**src/rtl/alu_operand_stage.sv**
```systemverilog
// ALU operand-source stage: selects operand B, registers A/B into a main + skid elastic buffer.
// Optional macro ALU_SRC_STALL_CNT_EN enables the saturating backpressure stall counter.
module alu_operand_stage #(
    parameter int unsigned REGISTER_DATA_BIT_WIDTH = 16,
    parameter int unsigned DATA_2_WIDTH            = 4,
    parameter int unsigned STALL_CNT_WIDTH         = 8
) (
    input  logic                               clk,
    input  logic                               rst_n,
    input  logic                               flush,
    input  logic                               in_valid,
    output logic                               in_ready,
    input  logic [REGISTER_DATA_BIT_WIDTH-1:0] data_1,
    input  logic [REGISTER_DATA_BIT_WIDTH-1:0] data_2,
    input  logic [DATA_2_WIDTH-1:0]            imm,
    input  logic [REGISTER_DATA_BIT_WIDTH-1:0] fwd_data,
    input  logic [1:0]                         ALU_Src,
    output logic                               out_valid,
    input  logic                               out_ready,
    output logic [REGISTER_DATA_BIT_WIDTH-1:0] op_a,
    output logic [REGISTER_DATA_BIT_WIDTH-1:0] op_b,
    output logic [STALL_CNT_WIDTH-1:0]         stall_cnt
);

    localparam int unsigned RW = REGISTER_DATA_BIT_WIDTH;
    localparam int unsigned DW = DATA_2_WIDTH;

    logic [RW-1:0] imm_sext, imm_zext, sel_b;

    generate
        if (DW < 1 || DW > RW) begin : g_bad_imm_width
            $error("DATA_2_WIDTH must lie in 1..REGISTER_DATA_BIT_WIDTH");
        end else if (DW == RW) begin : g_imm_full
            assign imm_sext = imm;
            assign imm_zext = imm;
        end else begin : g_imm_ext
            assign imm_sext = {{(RW - DW){imm[DW-1]}}, imm};
            assign imm_zext = {{(RW - DW){1'b0}}, imm};
        end
    endgenerate

    always_comb begin
        unique case (ALU_Src)
            2'b00:   sel_b = data_2;
            2'b01:   sel_b = imm_sext;
            2'b10:   sel_b = imm_zext;
            default: sel_b = fwd_data;
        endcase
    end

    logic          main_valid_q, main_valid_d, skid_valid_q, skid_valid_d;
    logic [RW-1:0] op_a_q, op_a_d, op_b_q, op_b_d;
    logic [RW-1:0] skid_a_q, skid_a_d, skid_b_q, skid_b_d;
    logic          accept, pop;

    assign in_ready  = !skid_valid_q;
    assign out_valid = main_valid_q;
    assign op_a      = op_a_q;
    assign op_b      = op_b_q;
    assign accept    = in_valid && in_ready;
    assign pop       = out_valid && out_ready;

    always_comb begin
        main_valid_d = main_valid_q;
        skid_valid_d = skid_valid_q;
        op_a_d       = op_a_q;
        op_b_d       = op_b_q;
        skid_a_d     = skid_a_q;
        skid_b_d     = skid_b_q;
        if (flush) begin
            // Data registers deliberately hold; only the valid flags are cleared.
            main_valid_d = 1'b0;
            skid_valid_d = 1'b0;
        end else if (!main_valid_q) begin
            if (accept) begin
                main_valid_d = 1'b1;
                op_a_d       = data_1;
                op_b_d       = sel_b;
            end
        end else if (pop) begin
            if (skid_valid_q) begin
                op_a_d       = skid_a_q;
                op_b_d       = skid_b_q;
                skid_valid_d = 1'b0;
            end else if (accept) begin
                op_a_d = data_1;
                op_b_d = sel_b;
            end else begin
                main_valid_d = 1'b0;
            end
        end else if (accept) begin
            skid_valid_d = 1'b1;
            skid_a_d     = data_1;
            skid_b_d     = sel_b;
        end
    end

    always_ff @(posedge clk or negedge rst_n) begin
        if (!rst_n) begin
            main_valid_q <= 1'b0;
            skid_valid_q <= 1'b0;
            op_a_q       <= '0;
            op_b_q       <= '0;
            skid_a_q     <= '0;
            skid_b_q     <= '0;
        end else begin
            main_valid_q <= main_valid_d;
            skid_valid_q <= skid_valid_d;
            op_a_q       <= op_a_d;
            op_b_q       <= op_b_d;
            skid_a_q     <= skid_a_d;
            skid_b_q     <= skid_b_d;
        end
    end

`ifdef ALU_SRC_STALL_CNT_EN
    logic [STALL_CNT_WIDTH-1:0] stall_cnt_q;

    // Saturating; flush does not clear it.
    always_ff @(posedge clk or negedge rst_n) begin
        if (!rst_n) begin
            stall_cnt_q <= '0;
        end else if (main_valid_q && !out_ready && stall_cnt_q != '1) begin
            stall_cnt_q <= stall_cnt_q + STALL_CNT_WIDTH'(1);
        end
    end

    assign stall_cnt = stall_cnt_q;
`else
    assign stall_cnt = '0;
`endif

endmodule
```
**config.mk**
```make
export PLATFORM = sky130hd
export DESIGN_NAME = alu_operand_stage
export DESIGN_NICKNAME = d
export VERILOG_FILES = /design/src/rtl/alu_operand_stage.sv
export SDC_FILE = /design/constraint.sdc
export NUM_CORES = 1
export LEC_CHECK = 0
export CAP_MARGIN = 20
export CORE_MARGIN = 5
export CORE_UTILIZATION = 25
export DETAILED_ROUTE_END_ITERATION = 12
export SLEW_MARGIN = 15
export SYNTH_ARGS = -nofsm -noshare
export SYNTH_HDL_FRONTEND = slang
export SYNTH_SLANG_ARGS = --single-unit
```
**constraint.sdc**
```tcl
create_clock -name clk -period 1.8 [get_ports clk]
set_input_delay 0.36 -clock clk [delete_from_list [all_inputs] [get_ports clk]]
set_output_delay 0.36 -clock clk [all_outputs]
set_load 0.1 [all_outputs]
```
==> impl_metrics.py <==
metrics = {
    "global_routing": {
        "antenna_found_initial": 0,
        "grt_first_pass_wirelength_um": 15500,
        "grtUsageTotal_pct": 12.3,
        "grt_pass1_vias": 2853,
        "grt_max_degree": 67,
        "grt_overflow": 0,
    },
    "detailed_routing": {
        "wl_per_cell_um": 17.0,
        "initialDrtViolationCount": 151,
        "drc": 0,
        "dr.pass1.iters": 4,
        "ant_nets": 0,
        "vias": 2720,
        "avgViaCountPerCell": 4.82,
        "drt-total-wl_um": 9580,
    },
    "logic_synthesis": {
        "synth-seq-area-share_pct": 49.4,
        "synth_edf_count": 0,
        "synthCells": 280,
        "synthFlopType": "dfrtp_1",
        "yosys.area.top_type": "dfrtp_1",
        "synth_warnings": 0,
        "synth.distinct_cells": 28,
        "synth_seq_cells": 66,
        "synthArstFlopShare_pct": 100,
        "synth.top_cell.area_share_pct": 49.4,
        "netlist_area_mm2": 0.00334,
        "avgSynthCellArea_um2": 11.9,
        "synth_area_leaders": "dfrtp_1, mux2i_1, a2bb2oi_1, mux2_1, a2bb2oi_2",
    },
    "place": {
        "placed_cell_area_mm2": 0.00494,
        "place_ws_ns": -0.252,
        "hpwl_um": 6750,
        "numPlacedInstances": 547,
        "globalplace.congestion": 0.736,
        "port_buffers": 92,
    },
    "pwr": {
        "irDropWorstVdd_v": 0.000409,
        "powerDensity_mw_per_mm2": 1300,
        "leakage_nw": 2.27,
        "power.total_mw": 6.93,
    },
    "finish": {
        "diodes": 0,
        "drive_gt1_share_pct": 25.0,
        "fin_area_mm2": 0.00532,
        "fin_cells": 564,
        "fin_nets": 442,
        "area_delta_synth_final_pct": 59.0,
    },
    "worst_setup_path": {
        "cp_data_required_time_ns": 2.01,
        "start_kind": "input port",
        "r2r_slack_ns": 0.24,
        "end_kind": "flip-flop",
        "criticalPathCategory": "in2reg",
        "critPathArrivalTime_ns": 1.88,
        "critPathMaxFanout": 11,
    },
    "clock_network": {
        "cts_hold_buffers": 0,
        "root_buffer": "clkbuf_16",
        "insertion_delay_ns": 0.32,
        "numCtsBuffers": 9,
        "clockBufferDepth": 2,
        "clock-sinks": 66,
        "cts_htree_levels": 3,
        "cts_tree": "yes",
        "cts_resized": 0,
        "path_clk_slew_ns": 0.06,
        "post_cts_buffers": 0,
    },
    "floorplanning": {
        "die_h_um": 126,
        "core.rowCount": 42,
        "initial_core_util_pct": 25.3,
        "die_w_um": 126,
        "design.die.area_mm2": 0.0158,
        "core_area_mm2": 0.0132,
        "io_pins": 101,
    },
    "sta": {
        "period_share_pct": 92.6,
        "post-route-min-period_ns": 1.67,
        "worst_slack_ns": 0.132,
        "fmax_mhz": 600,
        "skew_ns": 0.00611,
        "hold_viol": 0,
        "drv_slew": 0,
        "rsz0062_at_grt": "false",
        "whs_ns": 0.0462,
        "setup_viol": 0,
    },
    "run": {
        "max_cap_viol_count": 0,
    },
    "status": {
        "outcome": "complete, no violations",
    },
    "worst_hold_path": {
        "hp-class": "in2async",
    },
}
==> path summary, 6_finish.rpt <==
| kind | start | end | cells after the start |
|---|---|---|---|
| worst max-delay path | ALU_Src[0] | op_b[7] | 6 |
| worst min-delay path | rst_n | skid_a_q[9] | 2 |
| worst max register to register | skid_valid_q | skid_b_q[6] | 4 |
| worst min register to register | skid_a_q[12] | skid_a_q[12] | 1 |
| max in group asynchronous | rst_n | out_valid | 2 |
| min in group clk | skid_a_q[12] | skid_a_q[12] | 1 |
==> metrics by stage <==
step	util, %	setup TNS (ns)
3_3_place_gp	37.5	-6.65
3_5_place_dp	37.5	-8.48
5_1_grt	40.3	0
6_report	40.3	0
4_1_cts	40.1	0
2_1_floorplan	-	0
==> cells in the final DEF, fill, tap and decap left out, drive strengths merged, types with 2 or more instances in the layout <==
cell type | synthesis | layout
nand2b | 2 | 2
dfrtp | 66 | 66
nor2 | 17 | 17
a221oi | 17 | 17
conb | 1 | 8
clkdlybuf4s50 | 0 | 57
nand2 | 2 | 2
inv | 19 | 19
mux2 | 21 | 21
mux2i | 36 | 36
a2bb2oi | 28 | 28
a31oi | 16 | 16
bufinv | 0 | 3
buf | 24 | 60
clkbuf | 8 | 11
o22ai | 16 | 16
clkinv | 0 | 2
==> flip-flops by register name, indices dropped and copies added, names as in the netlist <==
name	flops
skid_valid_q	1
skid_a_q	16
op_a	16
out_valid	1
op_b	16
skid_b_q	16
==> Yosys cell counts, types with 2 or more instances <==
| library cell | instances |
|---|---|
| dfrtp_1 | 66 |
| mux2i_1 | 36 |
| inv_1 | 19 |
| a2bb2oi_1 | 18 |
| a221oi_1 | 17 |
| nor2_1 | 17 |
| a31oi_1 | 16 |
| o22ai_1 | 16 |
| buf_4 | 14 |
| mux2_1 | 14 |
| a2bb2oi_2 | 10 |
| buf_2 | 8 |
| clkbuf_1 | 7 |
| mux2_2 | 6 |
| nand2_1 | 2 |
| nand2b_1 | 2 |
==> metal layers <==
| metal | vias to the layer above | part of all wire (%) | global-route usage (%) |
|---|---|---|---|
| met5 | - | 0 | 0 |
| met4 | 0 | 1.6 | 4.59 |
| li1 | 1243 | - | - |
| met1 | 1379 | 45 | 16.8 |
| met2 | 88 | 48 | 18.9 |
| met3 | 10 | 5.4 | 2.84 |
==> where the power goes <==
group	total (mW)	switching (mW)	internal [mW]
clock	2.04	0.618	1.42
sequential	2.16	0.306	1.86
combinational	2.73	1.65	1.08
total	6.93	2.57	4.36
==> layout make-up <==
| cell class | count | area [um2] |
|---|---|---|
| Clock buffer | 11 | 253 |
| Clock inverter | 5 | 100 |
| Fill cell | 1215 | 7880 |
| Inverter | 19 | 71.3 |
| Multi-Input combinational cell | 170 | 1450 |
| Sequential cell | 66 | 1660 |
| Tap cell | 176 | 220 |
| Timing Repair Buffer | 117 | 1570 |
==> critical path, cell delays in order <==
cell and delay (ns):
clkdlybuf4s50_1 0.55, buf_12 0.16, and2_1 0.24, buf_12 0.16, a2bb2oi_1 0.08, a221oi_1 0.32
==> cells by family (layout without fill, tap and decap cells) <==
logic type | Yosys count | after routing | share of synthesized area [%]
AO/OA/AOI/OAI | 79 | 79 | 19.9
buffers and inverters | 51 | 152 | 8.35
flip-flops | 66 | 66 | 49.4
multiplexers | 57 | 57 | 18.0
other | 1 | 8 | 0.112
AND/OR/NAND/NOR | 26 | 26 | 4.23
No activity file was read; power rests on OpenSTA's default activity.
